`src/rtl/branch_pkg.sv`:
```
// Shared types for the branch resolution stage: opcodes, ALU flag layout
// and the condition evaluator.
package branch_pkg;

    localparam int FLAG_W = 4;

    typedef enum logic [3:0] {
        OP_NOP  = 4'd0,
        OP_JMP  = 4'd1,
        OP_BEQ  = 4'd2,
        OP_BNE  = 4'd3,
        OP_BLT  = 4'd4,
        OP_BGE  = 4'd5,
        OP_BCS  = 4'd6,
        OP_BCC  = 4'd7,
        OP_CALL = 4'd8,
        OP_RET  = 4'd9
    } br_op_t;

    typedef struct packed {
        logic v;
        logic c;
        logic n;
        logic z;
    } flags_t;

    // Only the conditional branches are decided here; JMP/CALL/RET are handled by the caller.
    function automatic logic cond_met(br_op_t op, flags_t f);
        logic met;
        met = 1'b0;
        case (op)
            OP_BEQ:  met = f.z;
            OP_BNE:  met = ~f.z;
            OP_BLT:  met = f.n ^ f.v;
            OP_BGE:  met = ~(f.n ^ f.v);
            OP_BCS:  met = f.c;
            OP_BCC:  met = ~f.c;
            default: met = 1'b0;
        endcase
        return met;
    endfunction

endpackage

```
`src/rtl/branch_ctrl_unit_ras.sv`:
```
// Circular return-address stack: a push while full overwrites the oldest entry,
// a pop while empty is dropped. Both cases latch a sticky error bit.
module ras_stack #(
    parameter int ADDR_W    = 10,
    parameter int RAS_DEPTH = 4
) (
    input  logic              clk,
    input  logic              rst_n,
    input  logic              push_i,
    input  logic              pop_i,
    input  logic [ADDR_W-1:0] push_data_i,
    output logic [ADDR_W-1:0] top_o,
    output logic              empty_o,
    output logic              ovf_o,
    output logic              unf_o
);
    localparam int PTR_W = $clog2(RAS_DEPTH);
    localparam int CNT_W = PTR_W + 1;

    logic [ADDR_W-1:0] mem_q [RAS_DEPTH];
    logic [PTR_W-1:0]  wr_ptr_q, wr_ptr_d;
    logic [CNT_W-1:0]  count_q, count_d;
    logic              ovf_q, ovf_d, unf_q, unf_d;
    logic              full;

    assign full    = (count_q == CNT_W'(RAS_DEPTH));
    assign empty_o = (count_q == '0);
    assign top_o   = mem_q[wr_ptr_q - PTR_W'(1)];
    assign ovf_o   = ovf_q;
    assign unf_o   = unf_q;

    always_comb begin
        wr_ptr_d = wr_ptr_q;
        count_d  = count_q;
        ovf_d    = ovf_q;
        unf_d    = unf_q;
        if (push_i) begin
            wr_ptr_d = wr_ptr_q + PTR_W'(1);
            if (full) ovf_d = 1'b1;
            else      count_d = count_q + CNT_W'(1);
        end else if (pop_i) begin
            if (empty_o) begin
                unf_d = 1'b1;
            end else begin
                wr_ptr_d = wr_ptr_q - PTR_W'(1);
                count_d  = count_q - CNT_W'(1);
            end
        end
    end

    always_ff @(posedge clk) begin
        if (!rst_n) begin
            wr_ptr_q <= '0;
            count_q  <= '0;
            ovf_q    <= 1'b0;
            unf_q    <= 1'b0;
        end else begin
            wr_ptr_q <= wr_ptr_d;
            count_q  <= count_d;
            ovf_q    <= ovf_d;
            unf_q    <= unf_d;
        end
    end

    // Storage needs no reset: count_q gates every read.
    always_ff @(posedge clk) begin
        if (push_i) mem_q[wr_ptr_q] <= push_data_i;
    end

endmodule

```
`src/rtl/branch_ctrl_unit.sv`:
```
// Registered branch resolution: decodes the op, redirects the PC one cycle later
// and holds flush_o for FLUSH_CYCLES cycles after every taken redirect.
//
// state | meaning
// IDLE  | accepting branch ops
// FLUSH | younger stages flushed, inputs ignored
module branch_ctrl_unit
    import branch_pkg::*;
#(
    parameter int ADDR_W       = 10,
    parameter int RAS_DEPTH    = 4,
    parameter int FLUSH_CYCLES = 2
) (
    input  logic              clk,
    input  logic              rst_n,
    input  logic              valid_i,
    input  logic [3:0]        op_i,
    input  logic              jenable_i,
    input  logic [FLAG_W-1:0] flags_i,
    input  logic [ADDR_W-1:0] pc_i,
    input  logic [ADDR_W-1:0] target_i,
    output logic              taken_o,
    output logic [ADDR_W-1:0] target_o,
    output logic              flush_o,
    output logic              ras_ovf_o,
    output logic              ras_unf_o
);
    localparam int CNT_W = $clog2(FLUSH_CYCLES + 1);

    typedef enum logic {IDLE = 1'b0, FLUSH = 1'b1} fl_state_t;

    fl_state_t         state_q, state_d;
    logic [CNT_W-1:0]  cnt_q, cnt_d;
    logic              taken_q, taken_d;
    logic [ADDR_W-1:0] target_q, target_d;

    br_op_t            op;
    logic              accept, take, push, pop;
    logic [ADDR_W-1:0] ras_top;
    logic              ras_empty;

    assign op     = br_op_t'(op_i);
    assign accept = valid_i & jenable_i & (state_q == IDLE);
    assign push   = accept & (op == OP_CALL);
    assign pop    = accept & (op == OP_RET);

    always_comb begin
        take     = 1'b0;
        target_d = target_q;
        case (op)
            OP_JMP, OP_CALL: take = 1'b1;
            OP_RET:          take = ~ras_empty;
            default:         take = cond_met(op, flags_t'(flags_i));
        endcase
        take    = take & accept;
        taken_d = take;
        if (take) target_d = (op == OP_RET) ? ras_top : target_i;
    end

    always_comb begin
        state_d = state_q;
        cnt_d   = cnt_q;
        case (state_q)
            IDLE: if (take) begin
                state_d = FLUSH;
                cnt_d   = CNT_W'(FLUSH_CYCLES - 1);
            end
            FLUSH: begin
                if (cnt_q == '0) state_d = IDLE;
                else             cnt_d   = cnt_q - CNT_W'(1);
            end
            default: state_d = IDLE;
        endcase
    end

    always_ff @(posedge clk) begin
        if (!rst_n) begin
            state_q  <= IDLE;
            cnt_q    <= '0;
            taken_q  <= 1'b0;
            target_q <= '0;
        end else begin
            state_q  <= state_d;
            cnt_q    <= cnt_d;
            taken_q  <= taken_d;
            target_q <= target_d;
        end
    end

    ras_stack #(
        .ADDR_W    (ADDR_W),
        .RAS_DEPTH (RAS_DEPTH)
    ) u_ras (
        .clk         (clk),
        .rst_n       (rst_n),
        .push_i      (push),
        .pop_i       (pop),
        .push_data_i (pc_i + ADDR_W'(1)),
        .top_o       (ras_top),
        .empty_o     (ras_empty),
        .ovf_o       (ras_ovf_o),
        .unf_o       (ras_unf_o)
    );

    assign taken_o  = taken_q;
    assign target_o = target_q;
    assign flush_o  = (state_q == FLUSH);

endmodule

```
`config.mk`:
```
export PLATFORM = sky130hd
export DESIGN_NAME = branch_ctrl_unit
export DESIGN_NICKNAME = d
export VERILOG_FILES = /design/src/rtl/branch_pkg.sv /design/src/rtl/branch_ctrl_unit_ras.sv /design/src/rtl/branch_ctrl_unit.sv
export SDC_FILE = /design/constraint.sdc
export NUM_CORES = 1
export LEC_CHECK = 0
export BUFFER_PORTS_ARGS = -buffer_cell sky130_fd_sc_hd__buf_2
export CORE_ASPECT_RATIO = 0.8
export CORE_MARGIN = 1.5
export CORE_UTILIZATION = 34
export CTS_CLUSTER_DIAMETER = 40
export CTS_CLUSTER_SIZE = 28
export DETAILED_ROUTE_END_ITERATION = 16
export PLACE_DENSITY_LB_ADDON = 0.08
export SYNTH_ARGS = -nofsm -noshare
export SYNTH_HDL_FRONTEND = slang
export SYNTH_SLANG_ARGS = --single-unit
```
`constraint.sdc`:
```
create_clock -name clk -period 6.24 [get_ports clk]
set_input_delay 0.312 -clock clk [delete_from_list [all_inputs] [get_ports clk]]
set_output_delay 0.312 -clock clk [all_outputs]
set_load 0.01 [all_outputs]
```
==> impl_metrics.env <==
export IMPL_status="finished clean"
export IMPL_die_h_um=83.81
export IMPL_postCtsHoldBufs=0
export IMPL_cts_root_buf="clkbuf_8"
export IMPL_io_buffers=45
export IMPL_synth_seq_cells=61
export IMPL_final_cells=370
export IMPL_num_vias=1778
export IMPL_drive_above_1_share_pct=30.92
export IMPL_seqCellArea_um2=1622
export IMPL_antenna_found_initial=0
export IMPL_dieArea_um2=8717
export IMPL_dr_pass1_iters=4
export IMPL_synth_area_um2=2775
export IMPL_min_delay_path_class="input port to flop"
export IMPL_cp_slowest_stage_delay_ns=0.89
export IMPL_crit_path_max_fanout=14
export IMPL_whs_endpoint="target_o[7]"
export IMPL_drc=0
export IMPL_setup_viol=0
export IMPL_min_from="target_i[7]"
export IMPL_slew_headroom_pct=28.76
export IMPL_grt_start_max_net_pins=26
export IMPL_powerDensity_nw_per_um2=256.5
export IMPL_synthToLayoutAreaGrowth_pct=18.89
export IMPL_cp_slowest_cell="dfxtp_1"
export IMPL_finalHoldViolCount=0
export IMPL_via_per_inst=4.805
export IMPL_arrival_ns=2.89
export IMPL_synth_avg_cell_area_um2=13.34
export IMPL_reg2regPathDepth=6
export IMPL_fin_tns_setup_ns=0
export IMPL_cts_tree="done"
export IMPL_die_w_um=104.0
export IMPL_grt_pass1_wl_um=9473
export IMPL_grt_overflow=0
export IMPL_core_um2=7910
export IMPL_clock_sinks=61
export IMPL_startpoint="u_ras.wr_ptr_q[0]"
export IMPL_crit_type="flop to flop"
export IMPL_antenna_cells=0
export IMPL_grt_pass1_vias=1783
export IMPL_first_iter_violations=70
export IMPL_critPathCaptureType="flop"
export IMPL_place_inst=354
export IMPL_hold_depth=4
export IMPL_dp_hpwl_um=4092
export IMPL_clkTransAtPathRegs_ns=0.07
export IMPL_htree_levels=3
export IMPL_maxSlewViolCount=0
export IMPL_fin_skew_ns=0.007996
export IMPL_cts_repair_resized=0
export IMPL_fp_row_count=29
export IMPL_regToRegStartpoint="u_ras.wr_ptr_q[0]"
export IMPL_synthFlopType="edfxtp_1"
export IMPL_fmax_mhz=373.3
export IMPL_grt_setup_unrepaired="no"
export IMPL_synth_nets=247
export IMPL_nFillCells=792
export IMPL_cts_buffers=9
export IMPL_use_met1_pct=18.07
export IMPL_worst_slack_ns=3.561
export IMPL_synth_edf_count=40
export IMPL_clock_path_buffers=2
export IMPL_synth_seq_area_share_pct=58.43
export IMPL_cts_setup_buffers=0
export IMPL_fin_nets=296
export IMPL_use_met3_pct=4.840
export IMPL_ios=46
export IMPL_r2r_slack_ns=3.56
export IMPL_place_congestion=0.7481
export IMPL_multi_input_area_um2=1079
export IMPL_routed_wl_um=5776
export IMPL_clk_latency_ns=0.34
export IMPL_fin_util_pct=41.71
export IMPL_min_period_ns=2.679
export IMPL_reg2reg_to="target_o[9]"
export IMPL_p_leak_uw=0.001268
export IMPL_wl_per_cell_um=15.61
export IMPL_syn_inst=208
export IMPL_worstMarginPinSlew_ns=1.065
export IMPL_use_met2_pct=24.20
export IMPL_gr_usage_all_layers_pct=14.58
export IMPL_min_period_over_period_pct=42.93
export IMPL_ir_worst_vdd_mv=0.09861
export IMPL_cp_start_kind="flop"
export IMPL_critPathRequiredTime_ns=6.45
export IMPL_top_usage_layer="met2"
export IMPL_dp_slack_ns=3.511
export IMPL_power_total_uw=846.4
export IMPL_synth_distinct_cells=35
export IMPL_ant_nets=0
export IMPL_cap_violations=0
export IMPL_async_flop_share_pct=0
export IMPL_path_cells="inv_1 > ha_1 > mux4_2 > mux2_2 > nand2_1 > mux2i_1"
export IMPL_synth_warning_count=0
export IMPL_initial_utilization_pct=35.08
-- worst max-delay path, delay by kind of cell (launching register included) --
kind,cells,cell delay [ns]
adder cells (fa/ha/maj),1,0.67
flip-flops,1,0.89
multiplexers,3,0.76
AND/OR/NAND/NOR,1,0.06
buffers and inverters,1,0.17
-- where the power goes --
part | internal (uW) | switching, uW
Clock | 185 | 167
Sequential | 435 | 2.70
Combinational | 25.4 | 31.4
-- logic make-up (layout without fill, tap and decap cells) --
kind of cell    after synthesis  count (layout)  synth area share, %
buf+inv                      17              71                2.705
mux                          32              32                16.50
simple gates                 62              62                10.24
xor+xnor                     13              13                4.103
fa+ha+maj                     7               7                3.426
compound gates               16              16                4.599
flops                        61              61                58.43
-- cell usage after synthesis, types with 4 or more instances --
cell type | instances | area (um2)
inv_1 | 8 | 30.03
clkbuf_1 | 4 | 15.01
nand2_1 | 24 | 90.09
mux2_2 | 8 | 90.09
mux2i_1 | 12 | 120.1
dfxtp_1 | 21 | 420.4
mux4_2 | 10 | 225.2
ha_1 | 6 | 75.07
nor3_1 | 4 | 20.02
a21oi_1 | 5 | 25.02
nor2_1 | 14 | 52.55
and2_1 | 4 | 25.02
nand3_1 | 8 | 40.04
xnor2_1 | 11 | 96.34
edfxtp_1 | 40 | 1201
-- how the worst max path moves through the flow --
stage / endpoint
3_5_place_dp: target_o[9]
3_3_place_gp: target_o[9]
4_1_cts: target_o[9]
5_1_grt: target_o[9]
2_1_floorplan: target_o[8]
6_report: target_o[9]
-- metrics by stage --
| step | hold WS, ns | cell area [um2] |
|---|---|---|
| 3_3_place_gp | 0.4485 | 3102 |
| 4_1_cts | 0.3208 | 3299 |
| 6_report | 0.3399 | 3299 |
| 5_1_grt | 0.3463 | 3299 |
| 3_5_place_dp | 0.4522 | 3102 |
| 2_1_floorplan | 0.4590 | 2775 |
-- cell usage in the layout, fill, tap and decap left out, drive strengths merged --
cell type | synthesis | routed
buf | 4 | 46
fa | 1 | 1
nor3b | 1 | 1
a31oi | 3 | 3
nand2b | 1 | 1
o311a | 1 | 1
clkinvlp | 0 | 3
nor3 | 4 | 4
mux2 | 10 | 10
clkinv | 0 | 1
bufinv | 0 | 1
and3 | 3 | 3
and2 | 4 | 4
edfxtp | 40 | 40
nor2 | 14 | 14
and3b | 1 | 1
o21ai | 3 | 3
xor2 | 2 | 2
xnor2 | 11 | 11
o41ai | 1 | 1
nand2 | 24 | 24
nor4 | 1 | 1
o221a | 1 | 1
clkbuf | 4 | 9
ha | 6 | 6
mux2i | 12 | 12
nand3 | 8 | 8
mux4 | 10 | 10
a41o | 1 | 1
dfxtp | 21 | 21
or3b | 1 | 1
inv | 9 | 11
a21oi | 5 | 5
a2111oi | 1 | 1
-- per-layer routing --
metal  part of all wire [%]  wire [um]
met1                     47       2690
met2                     49       2830
met3                    3.0        174
met4                    1.4         80
met5                      0          0
-- sequential cells by signal, summed over array words and instances, names as in the netlist --
signal,flops
u_ras.wr_ptr_q,2
target_o,10
u_ras.unf_o,1
cnt_q,2
u_ras.count_q,3
flush_o,1
taken_o,1
u_ras.mem_q,40
u_ras.ovf_o,1
-- layout make-up --
| class | count | area share (%) |
|---|---|---|
| timing repair buffer | 46 | 7.053 |
| inverter | 9 | 1.024 |
| clock inverter | 7 | 2.237 |
| clock buffer | 9 | 3.754 |
| tap | 108 | 4.096 |
| multi-input combinational | 130 | 32.69 |
| sequential | 61 | 49.15 |
No activity file was read; power rests on OpenSTA's default activity.
